[src/rtl/tick_sched.sv]
// tick_sched: NCH runtime-programmable clock-enable channels with square-wave phase
// outputs. Divisors arrive over a valid/ready port and land on the channel's tick edge.
module tick_sched #(
   parameter int unsigned NCH   = 2,
   parameter int unsigned CHW   = 1,
   parameter int unsigned WIDTH = 16
) (
   input  logic             clk,
   input  logic             rst_n,
   input  logic             cfg_valid,
   output logic             cfg_ready,
   input  logic [CHW-1:0]   cfg_ch,
   input  logic [WIDTH-1:0] cfg_div,
   output logic             cfg_err,
   output logic [NCH-1:0]   tick,
   output logic [NCH-1:0]   phase,
   output logic [NCH-1:0]   running
);

   localparam logic [WIDTH-1:0] ONE = WIDTH'(1);

   typedef enum logic {IDLE, PEND} state_t;

   typedef struct packed {
      logic [CHW-1:0]   ch;
      logic [WIDTH-1:0] div;
   } req_t;

   state_t           state;
   state_t           state_next;
   req_t             hold;
   logic [WIDTH-1:0] div_a [NCH];
   logic [WIDTH-1:0] cnt_a [NCH];
   logic [NCH-1:0]   sel_c;
   logic             ch_valid_c;
   logic             tgt_ready_c;
   logic             capture_c;
   logic             apply_c;
   logic             err_c;

   // Decode the held target: range check, one-hot select, and whether it may be applied now
   always_comb begin
      ch_valid_c  = (32'(hold.ch) < NCH);
      tgt_ready_c = 1'b0;
      sel_c       = '0;
      for (int unsigned i = 0; i < NCH; i++) begin
         if (32'(hold.ch) == i) begin
            sel_c[i]    = 1'b1;
            tgt_ready_c = (div_a[i] == '0) || (cnt_a[i] == '0);
         end
      end
   end

   // Config FSM next-state: accept in IDLE, wait in PEND for a stopped target or its tick edge
   always_comb begin
      state_next = state;
      capture_c  = 1'b0;
      apply_c    = 1'b0;
      err_c      = 1'b0;
      case (state)
         IDLE: begin
            if (cfg_valid) begin
               capture_c  = 1'b1;
               state_next = PEND;
            end
         end
         PEND: begin
            if (!ch_valid_c) begin
               err_c      = 1'b1;
               state_next = IDLE;
            end else if (tgt_ready_c) begin
               apply_c    = 1'b1;
               state_next = IDLE;
            end
         end
         default: state_next = IDLE;
      endcase
   end

   // Config FSM state, holding register and registered handshake outputs
   always_ff @(posedge clk or negedge rst_n) begin
      if (!rst_n) begin
         state     <= IDLE;
         hold      <= '0;
         cfg_ready <= 1'b1;
         cfg_err   <= 1'b0;
      end else begin
         state     <= state_next;
         cfg_ready <= (state_next == IDLE);
         cfg_err   <= err_c;
         if (capture_c) begin
            hold.ch  <= cfg_ch;
            hold.div <= cfg_div;
         end
      end
   end

   for (genvar g = 0; g < NCH; g++) begin : g_ch
      logic [WIDTH-1:0] div_q;
      logic [WIDTH-1:0] cnt_q;
      logic             tick_q;
      logic             phase_q;
      logic             run_q;
      logic             apply_ch;

      assign apply_ch   = apply_c && sel_c[g];
      assign div_a[g]   = div_q;
      assign cnt_a[g]   = cnt_q;
      assign tick[g]    = tick_q;
      assign phase[g]   = phase_q;
      assign running[g] = run_q;

      // Channel counter: reload and tick on zero; a pending request lands on the same edge
      always_ff @(posedge clk or negedge rst_n) begin
         if (!rst_n) begin
            div_q   <= '0;
            cnt_q   <= '0;
            tick_q  <= 1'b0;
            phase_q <= 1'b0;
            run_q   <= 1'b0;
         end else begin
            if (div_q != '0) begin
               if (cnt_q == '0) begin
                  cnt_q   <= div_q - ONE;
                  tick_q  <= 1'b1;
                  phase_q <= ~phase_q;
               end else begin
                  cnt_q  <= cnt_q - ONE;
                  tick_q <= 1'b0;
               end
            end else begin
               cnt_q   <= '0;
               tick_q  <= 1'b0;
               phase_q <= 1'b0;
            end
            if (apply_ch) begin
               if (hold.div != '0) begin
                  div_q <= hold.div;
                  cnt_q <= hold.div - ONE;
                  run_q <= 1'b1;
               end else begin
                  // stop: this edge's tick still fires, but phase clears instead of toggling
                  div_q   <= '0;
                  cnt_q   <= '0;
                  phase_q <= 1'b0;
                  run_q   <= 1'b0;
               end
            end
         end
      end
   end

endmodule

[config.mk]
export PLATFORM = sky130hd
export DESIGN_NAME = tick_sched
export DESIGN_NICKNAME = d
export VERILOG_FILES = /design/src/rtl/tick_sched.sv
export SDC_FILE = /design/constraint.sdc
export NUM_CORES = 1
export LEC_CHECK = 0
export CAP_MARGIN = 15
export CORE_MARGIN = 2
export CORE_UTILIZATION = 60
export CTS_CLUSTER_DIAMETER = 40
export DETAILED_ROUTE_END_ITERATION = 10
export PLACE_DENSITY_LB_ADDON = 0.1
export SETUP_SLACK_MARGIN = 0.02
export SYNTH_ARGS = -nofsm -noshare
export SYNTH_HDL_FRONTEND = slang
export SYNTH_SLANG_ARGS = --single-unit
export TNS_END_PERCENT = 100
[constraint.sdc]
create_clock -name clk -period 3.6 [get_ports clk]
set_input_delay 1.08 -clock clk [delete_from_list [all_inputs] [get_ports clk]]
set_output_delay 1.08 -clock clk [all_outputs]
set_load 0.05 [all_outputs]
==> results of run 1 <==
-- cells in the mapped netlist, drive strengths merged, types with 4 or more instances --
cell | count | area share, %
a21oi | 34 | 3.5
a311oi | 4 | 0.71
a31oi | 7 | 0.89
buf | 14 | 2.0
clkbuf | 15 | 1.1
dfrtp | 88 | 45
ha | 4 | 1.0
inv | 5 | 0.38
mux2 | 40 | 9.2
nand2 | 39 | 3.0
nand2b | 4 | 0.51
nand3 | 7 | 0.71
nand4 | 5 | 0.64
nor2 | 37 | 2.9
nor3 | 23 | 2.3
nor4 | 16 | 2.0
o21ai | 24 | 2.5
o22ai | 22 | 2.9
or2 | 5 | 0.64
or3 | 8 | 1.0
or4 | 8 | 1.4
xnor2 | 19 | 3.4
xor2 | 12 | 2.1
-- power by group through the flow --
| stage | clock network (mW) | logic, mW | registers [mW] |
|---|---|---|---|
| after global routing | 0.642 | 2.23 | 2.14 |
| after floorplan | 0 | 1.57 | 1.85 |
| final | 0.590 | 2.03 | 2.08 |
| after CTS | 0.595 | 2.00 | 2.06 |
| after global placement | 0 | 1.96 | 2.07 |
| after detailed placement | 0 | 1.99 | 2.07 |
-- registers in the layout, summed over array words and instances, names as in the netlist --
signal and cells:
g_ch.cnt_q 32, g_ch.div_q 32, hold 17, g_ch.phase_q 2, g_ch.run_q 2, g_ch.tick_q 2, cfg_ready 1, state 1
-- stage by stage --
stage          area [sq um]  total power, mW
6_report               5380             4.70
2_1_floorplan          4900             3.42
5_1_grt                5380             5.01
4_1_cts                5380             4.66
3_5_place_dp           5230             4.07
3_3_place_gp           5230             4.03
-- cells by family (layout without fill, tap and decap cells) --
group / count (synthesis) / count (layout) / share of synthesized area, %
buffers and inverters: 34 / 56 / 3.55
other: 1 / 1 / 0.0765
AO/OA/AOI/OAI: 126 / 126 / 16.9
adder cells (fa/ha/maj): 4 / 4 / 1.02
XOR/XNOR: 31 / 31 / 5.54
flip-flops: 89 / 89 / 45.5
multiplexers: 43 / 43 / 9.81
AND/OR/NAND/NOR: 168 / 168 / 17.6
-- tightest hold or removal path, delay by kind of cell, from the launching register on --
kind | cells | cell delay, ns
DFF | 1 | 0.35
and+or+nand+nor | 2 | 0.11
-- area by class of cell --
class	instances	area, sq um	share of cell area (%)
multi-input combinational	373	2510	46.6
sequential	89	2230	41.4
timing repair buffer	36	345	6.42
clock buffer	12	135	2.51
tap	102	128	2.37
clock inverter	3	18.8	0.349
inverter	5	18.8	0.349
-- how the worst min path moves through the flow --
| stage | startpoint | end | cells past startpoint |
|---|---|---|---|
| floorplan | g_ch[0].run_q$_DFFE_PN0P_ | g_ch[0].run_q$_DFFE_PN0P_ | 2 |
| global placement | g_ch[0].run_q$_DFFE_PN0P_ | g_ch[0].run_q$_DFFE_PN0P_ | 2 |
| detailed placement | g_ch[1].run_q$_DFFE_PN0P_ | g_ch[1].run_q$_DFFE_PN0P_ | 2 |
| CTS | g_ch[1].run_q$_DFFE_PN0P_ | g_ch[1].run_q$_DFFE_PN0P_ | 2 |
| global route | g_ch[1].run_q$_DFFE_PN0P_ | g_ch[1].run_q$_DFFE_PN0P_ | 2 |
| finish | g_ch[1].run_q$_DFFE_PN0P_ | g_ch[1].run_q$_DFFE_PN0P_ | 2 |
-- metal layers --
| metal | track usage, % | routed length (um) | up-vias |
|---|---|---|---|
| met5 | 0 | 0 | - |
| met4 | 13.2 | 437 | 0 |
| met3 | 4.07 | 932 | 36 |
| met2 | 47.2 | 5660 | 231 |
| met1 | 45.4 | 5840 | 2017 |
| li1 | - | - | 1883 |
==> results.sh, run 1 <==
export IMPL_grt_start_max_net_pins=54
export IMPL_cts_clk_slew_worst_paths_ns=0.09
export IMPL_nNetsFinal=538
export IMPL_antenna_found_initial=0
export IMPL_run_status="complete, no violations"
export IMPL_min_period_over_period_pct=92.3
export IMPL_htree_levels=3
export IMPL_grt_pass1_vias=3981
export IMPL_cts_buffer_depth=2
export IMPL_track_usage_pct=31.1
export IMPL_cts_tree="yes"
export IMPL_p_int_mw=2.60
export IMPL_seqPwrFrac_pct=44.3
export IMPL_switching_share_pct=44.6
export IMPL_drt_iter0_markers=335
export IMPL_synth_yosys_seq_area_share_pct=45.5
export IMPL_wire_per_inst_um=20.8
export IMPL_io_pins=28
export IMPL_worst_path_buf_inv=0
export IMPL_ys_flop_type="dfrtp_1"
export IMPL_finalSetupTns_ns=0
export IMPL_viasPerCell=6.72
export IMPL_slew_violations=0
export IMPL_cts_resized=0
export IMPL_crit_path_end_kind="flop"
export IMPL_post_cts_buffers=0
export IMPL_drc=0
export IMPL_holdBufCountCts=0
export IMPL_cp_required_ns=3.88
export IMPL_cts_buffers=9
export IMPL_worst_pin_slew_ns=0.870
export IMPL_core_sq_mm=0.00781
export IMPL_layout_min_cycle_time_ns=3.32
export IMPL_crit_family="simple AND/OR/NAND/NOR gates"
export IMPL_wirelength_um=12900
export IMPL_grt_overflow=0
export IMPL_synth_area_sq_mm=0.00490
export IMPL_dr_total_vias=4167
export IMPL_comb_power_share_pct=43.2
export IMPL_gp_congestion=0.955
export IMPL_synth_edf_count=0
export IMPL_insertion_delay_ns=0.36
export IMPL_final_common_cell="dfrtp_1"
export IMPL_cts_root_buffer="clkbuf_8"
export IMPL_die_w_um=94.4
export IMPL_syn2layout_area_growth_pct=9.83
export IMPL_setup_viol=0
export IMPL_placed_cells=605
export IMPL_io_buffers=26
export IMPL_reg2regPathDepth=11
export IMPL_crit_fanout=7
export IMPL_fill_cells=616
export IMPL_reg2reg_slack_ns=0.28
export IMPL_crit_type="flop to flop"
export IMPL_post_layout_nonfiller_instances=620
export IMPL_power_switching_mw=2.09
export IMPL_rsz0062_at_grt="false"
export IMPL_critPathLaunch="g_ch[0].cnt_q[3]$_DFF_PN0_"
export IMPL_timing_rr_end="g_ch[0].cnt_q[12]$_DFF_PN0_"
export IMPL_cp_start_kind="flop"
export IMPL_min_path_type="flop to flop"
export IMPL_hold_viol_final=0
export IMPL_worstReg2RegStart="g_ch[0].cnt_q[3]$_DFF_PN0_"
export IMPL_die_h_um=94.4
export IMPL_skew_ns=0.0178
export IMPL_dp_hpwl_um=9450
export IMPL_yosys_warnings=0
export IMPL_diodes=0
export IMPL_rows=32
export IMPL_hold_ws_ns=0.490
export IMPL_pwr_share_clk_pct=12.6
export IMPL_cts_sinks=89
export IMPL_start_util_pct=62.8
export IMPL_final_cell_mix="dfrtp_1 (88), mux2_2 (40), nand2_1 (39)"
export IMPL_grt_first_pass_wirelength_um=20900
export IMPL_utilization_pct=68.9
export IMPL_timing_final_ws_setup_ns=0.278
export IMPL_drv_cap=0
export IMPL_synth_distinct_cells=60
export IMPL_die_area_sq_mm=0.00890
export IMPL_avgSynthCellArea_sq_um=9.88
export IMPL_pwr_density_cell_mw_per_mm2=873
export IMPL_async_flop_share_pct=100
export IMPL_critPathSlowestCell="or4_4"
export IMPL_crit_arrival_ns=3.60
export IMPL_syn_num_nets=520
export IMPL_path_cells="or4_4, or3_1, nor2_2, a21oi_1, ha_1, or3b_2, nor4_1, o21ai_0, nor4_1, xor2_1, o21ai_0"
export IMPL_cpPeakStageDelay_ns=0.59
export IMPL_drive_gt1_share_pct=15.6
export IMPL_peakVddDrop_uv=570
export IMPL_leakagePower_nw=2.21
export IMPL_dr_pass1_iters=7
export IMPL_dp_slack_ns=0.307
export IMPL_cp_depth=11
export IMPL_synth_seq_cells=89
export IMPL_fmax_mhz=301
export IMPL_postRouteAntennaNets=0
export IMPL_endpoint="g_ch[0].cnt_q[12]$_DFF_PN0_"
export IMPL_syn_inst=496
export IMPL_relSlewSlack_pct=41.7
Power figures use the tool's default switching activity.
==> run 2: changes to the inputs <==
--- a/config.mk
+++ b/config.mk
@@ -10,9 +10,10 @@
 export CORE_UTILIZATION = 60
 export CTS_CLUSTER_DIAMETER = 40
 export DETAILED_ROUTE_END_ITERATION = 10
+export DONT_BUFFER_PORTS = 1
 export PLACE_DENSITY_LB_ADDON = 0.1
 export SETUP_SLACK_MARGIN = 0.02
 export SYNTH_ARGS = -nofsm -noshare
 export SYNTH_HDL_FRONTEND = slang
 export SYNTH_SLANG_ARGS = --single-unit
-export TNS_END_PERCENT = 100
+export TNS_END_PERCENT = 10
==> run 2 against run 1 <==
Routed wire length grew 0.33%. Cell count fell by 4.2%. Sequential cell count stayed put. Critical path depth unchanged. Sequential power increased by 6%. Total power about the same. First-iteration DRC count increased by 8.1%. Design area shrank 4.4%. Utilization is 3.0 points lower. Highest routed layer unchanged.
==> results.sh, run 2 (synthesis gave the netlist of run 1 again) <==
export IMPL_reg_top3="g_ch.cnt_q x32, g_ch.div_q x32, hold x17"
export IMPL_antenna_found_initial=0
export IMPL_power_switching_mw=2.09
export IMPL_slew_violations=0
export IMPL_cts_root_buffer="clkbuf_8"
export IMPL_start_util_pct=62.8
export IMPL_fmax_mhz=304
export IMPL_wirelength_um=12900
export IMPL_io_buffers=0
export IMPL_crit_fanout=7
export IMPL_holdBufCountCts=0
export IMPL_seqPwrFrac_pct=46.7
export IMPL_switching_share_pct=44.5
export IMPL_die_w_um=94.4
export IMPL_reg2regPathDepth=11
export IMPL_drt_iter0_markers=362
export IMPL_crit_type="flop to flop"
export IMPL_rsz0062_at_grt="false"
export IMPL_endpoint="g_ch[0].cnt_q[10]$_DFF_PN0_"
export IMPL_pwr_share_clk_pct=14.5
export IMPL_crit_family="simple AND/OR/NAND/NOR gates"
export IMPL_post_cts_buffers=0
export IMPL_p_int_mw=2.61
export IMPL_track_usage_pct=31.3
export IMPL_finalSetupTns_ns=0
export IMPL_comb_power_share_pct=38.8
export IMPL_min_period_over_period_pct=91.3
export IMPL_setup_viol=0
export IMPL_drive_gt1_share_pct=16.9
export IMPL_leakagePower_nw=2.11
export IMPL_path_cells="or4_4, or3_1, nor2_2, a21oi_1, ha_1, or3b_2, nor4_1, o21ai_0, nor4_1, xor2_1, o22ai_1"
export IMPL_cp_depth=11
export IMPL_io_pins=28
export IMPL_reg2reg_slack_ns=0.31
export IMPL_hold_viol_final=0
export IMPL_worst_pin_slew_ns=0.988
export IMPL_grt_overflow=0
export IMPL_critPathSlowestCell="or3b_2"
export IMPL_skew_ns=0.0128
export IMPL_min_path_type="input port to async pin"
export IMPL_peakVddDrop_uv=498
export IMPL_crit_arrival_ns=3.51
export IMPL_cp_required_ns=3.82
export IMPL_dr_pass1_iters=5
export IMPL_use_met3_pct=5.43
export IMPL_cts_buffer_depth=2
export IMPL_cts_clk_slew_worst_paths_ns=0.09
export IMPL_dr_total_vias=4007
export IMPL_cts_resized=0
export IMPL_grt_first_pass_wirelength_um=21000
export IMPL_nNetsFinal=511
export IMPL_cpPeakStageDelay_ns=0.51
export IMPL_place_area_sq_mm=0.00495
export IMPL_run_status="complete, no violations"
export IMPL_crit_top_cell="nor4_1"
export IMPL_cp_start_kind="flop"
export IMPL_timing_final_ws_setup_ns=0.313
export IMPL_die_h_um=94.4
export IMPL_syn2layout_area_growth_pct=5.01
export IMPL_use_met1_pct=45.0
export IMPL_htree_levels=3
export IMPL_drv_cap=0
export IMPL_gp_congestion=0.947
export IMPL_relSlewSlack_pct=33.9
export IMPL_layout_min_cycle_time_ns=3.29
export IMPL_dp_slack_ns=0.414
export IMPL_cts_buffers=9
export IMPL_wire_per_inst_um=21.7
export IMPL_pwr_density_cell_mw_per_mm2=913
export IMPL_cts_sinks=89
export IMPL_fin_area_sq_mm=0.00514
export IMPL_grt_start_max_net_pins=90
export IMPL_grt_busiest_layer="met2"
export IMPL_cts_tree="yes"
export IMPL_final_common_cell="dfrtp_1"
export IMPL_core_sq_mm=0.00781
export IMPL_timing_rr_end="g_ch[0].cnt_q[10]$_DFF_PN0_"
export IMPL_final_cell_mix="dfrtp_1 (88), mux2_2 (40), nand2_1 (39)"
export IMPL_dp_hpwl_um=9450
export IMPL_critPathLaunch="g_ch[0].cnt_q[3]$_DFF_PN0_"
export IMPL_insertion_delay_ns=0.36
export IMPL_grt_pass1_vias=3949
export IMPL_postRouteAntennaNets=0
export IMPL_crit_path_end_kind="flop"
export IMPL_viasPerCell=6.75
export IMPL_diodes=0
export IMPL_rows=32
export IMPL_worst_path_buf_inv=0
export IMPL_hold_ws_ns=0.401
export IMPL_drc=0
export IMPL_die_area_sq_mm=0.00890
export IMPL_gr_usage_met2_pct=48.6
export IMPL_worstReg2RegStart="g_ch[0].cnt_q[3]$_DFF_PN0_"
[run 2: cell types whose count changed in the layout (fill, tap and decap cells not counted), sizes merged]
cell and change:
clkdlybuf4s50 -25, clkbuf -3, clkinvlp +3, buf -2, bufinv +1
[run 2: worst min-delay path by stage]
stage / cells after the start / slack, ns / to
finish: 0 / 0.40 / g_ch[0].run_q$_DFFE_PN0P_
global route: 0 / 0.39 / g_ch[1].div_q[8]$_DFFE_PN0P_
CTS: 0 / 0.39 / g_ch[1].div_q[8]$_DFFE_PN0P_
detailed placement: 2 / 0.51 / g_ch[1].div_q[14]$_DFFE_PN0P_
global placement: 2 / 0.50 / g_ch[0].div_q[14]$_DFFE_PN0P_
floorplan: 2 / 0.45 / g_ch[0].run_q$_DFFE_PN0P_
[run 2: metrics by stage]
step	utilization, %	power (mW)	std cells
2_1_floorplan	-	3.42	496
3_3_place_gp	63.4	3.95	578
3_5_place_dp	63.4	3.98	578
4_1_cts	65.9	4.67	594
5_1_grt	65.9	5.03	594
6_report	65.9	4.70	594
[run 2: routing by layer]
layer / up-vias / share of wire, %
met5: - / 0
met4: 0 / 2.2
met3: 22 / 8.4
met2: 186 / 45
met1: 1971 / 44
li1: 1828 / -
[run 2: worst reg2reg max path, delay by kind of cell (launching register included)]
family	cells	cell delay [ns]
AOI/OAI and AO/OA	3	0.61
xor gates and xnor gates	1	0.18
DFF	1	0.46
and+or+nand+nor	6	1.70
adders and majority gates	1	0.21
[run 2: power by group through the flow]
stage	Clock, mW	Combinational [mW]	Sequential, mW
final	0.681	1.82	2.20
after global routing	0.743	2.02	2.27
after CTS	0.691	1.80	2.17
after detailed placement	0	1.79	2.19
after global placement	0	1.78	2.17
after floorplan	0	1.57	1.85
[run 2: layout make-up]
cell class | count | area [sq um]
fill | 632 | 2660
multi-input combinational | 373 | 2510
sequential | 89 | 2230
tap | 102 | 128
clock buffer | 9 | 124
clock inverter | 7 | 71.3
timing repair buffer | 9 | 67.6
inverter | 5 | 18.8
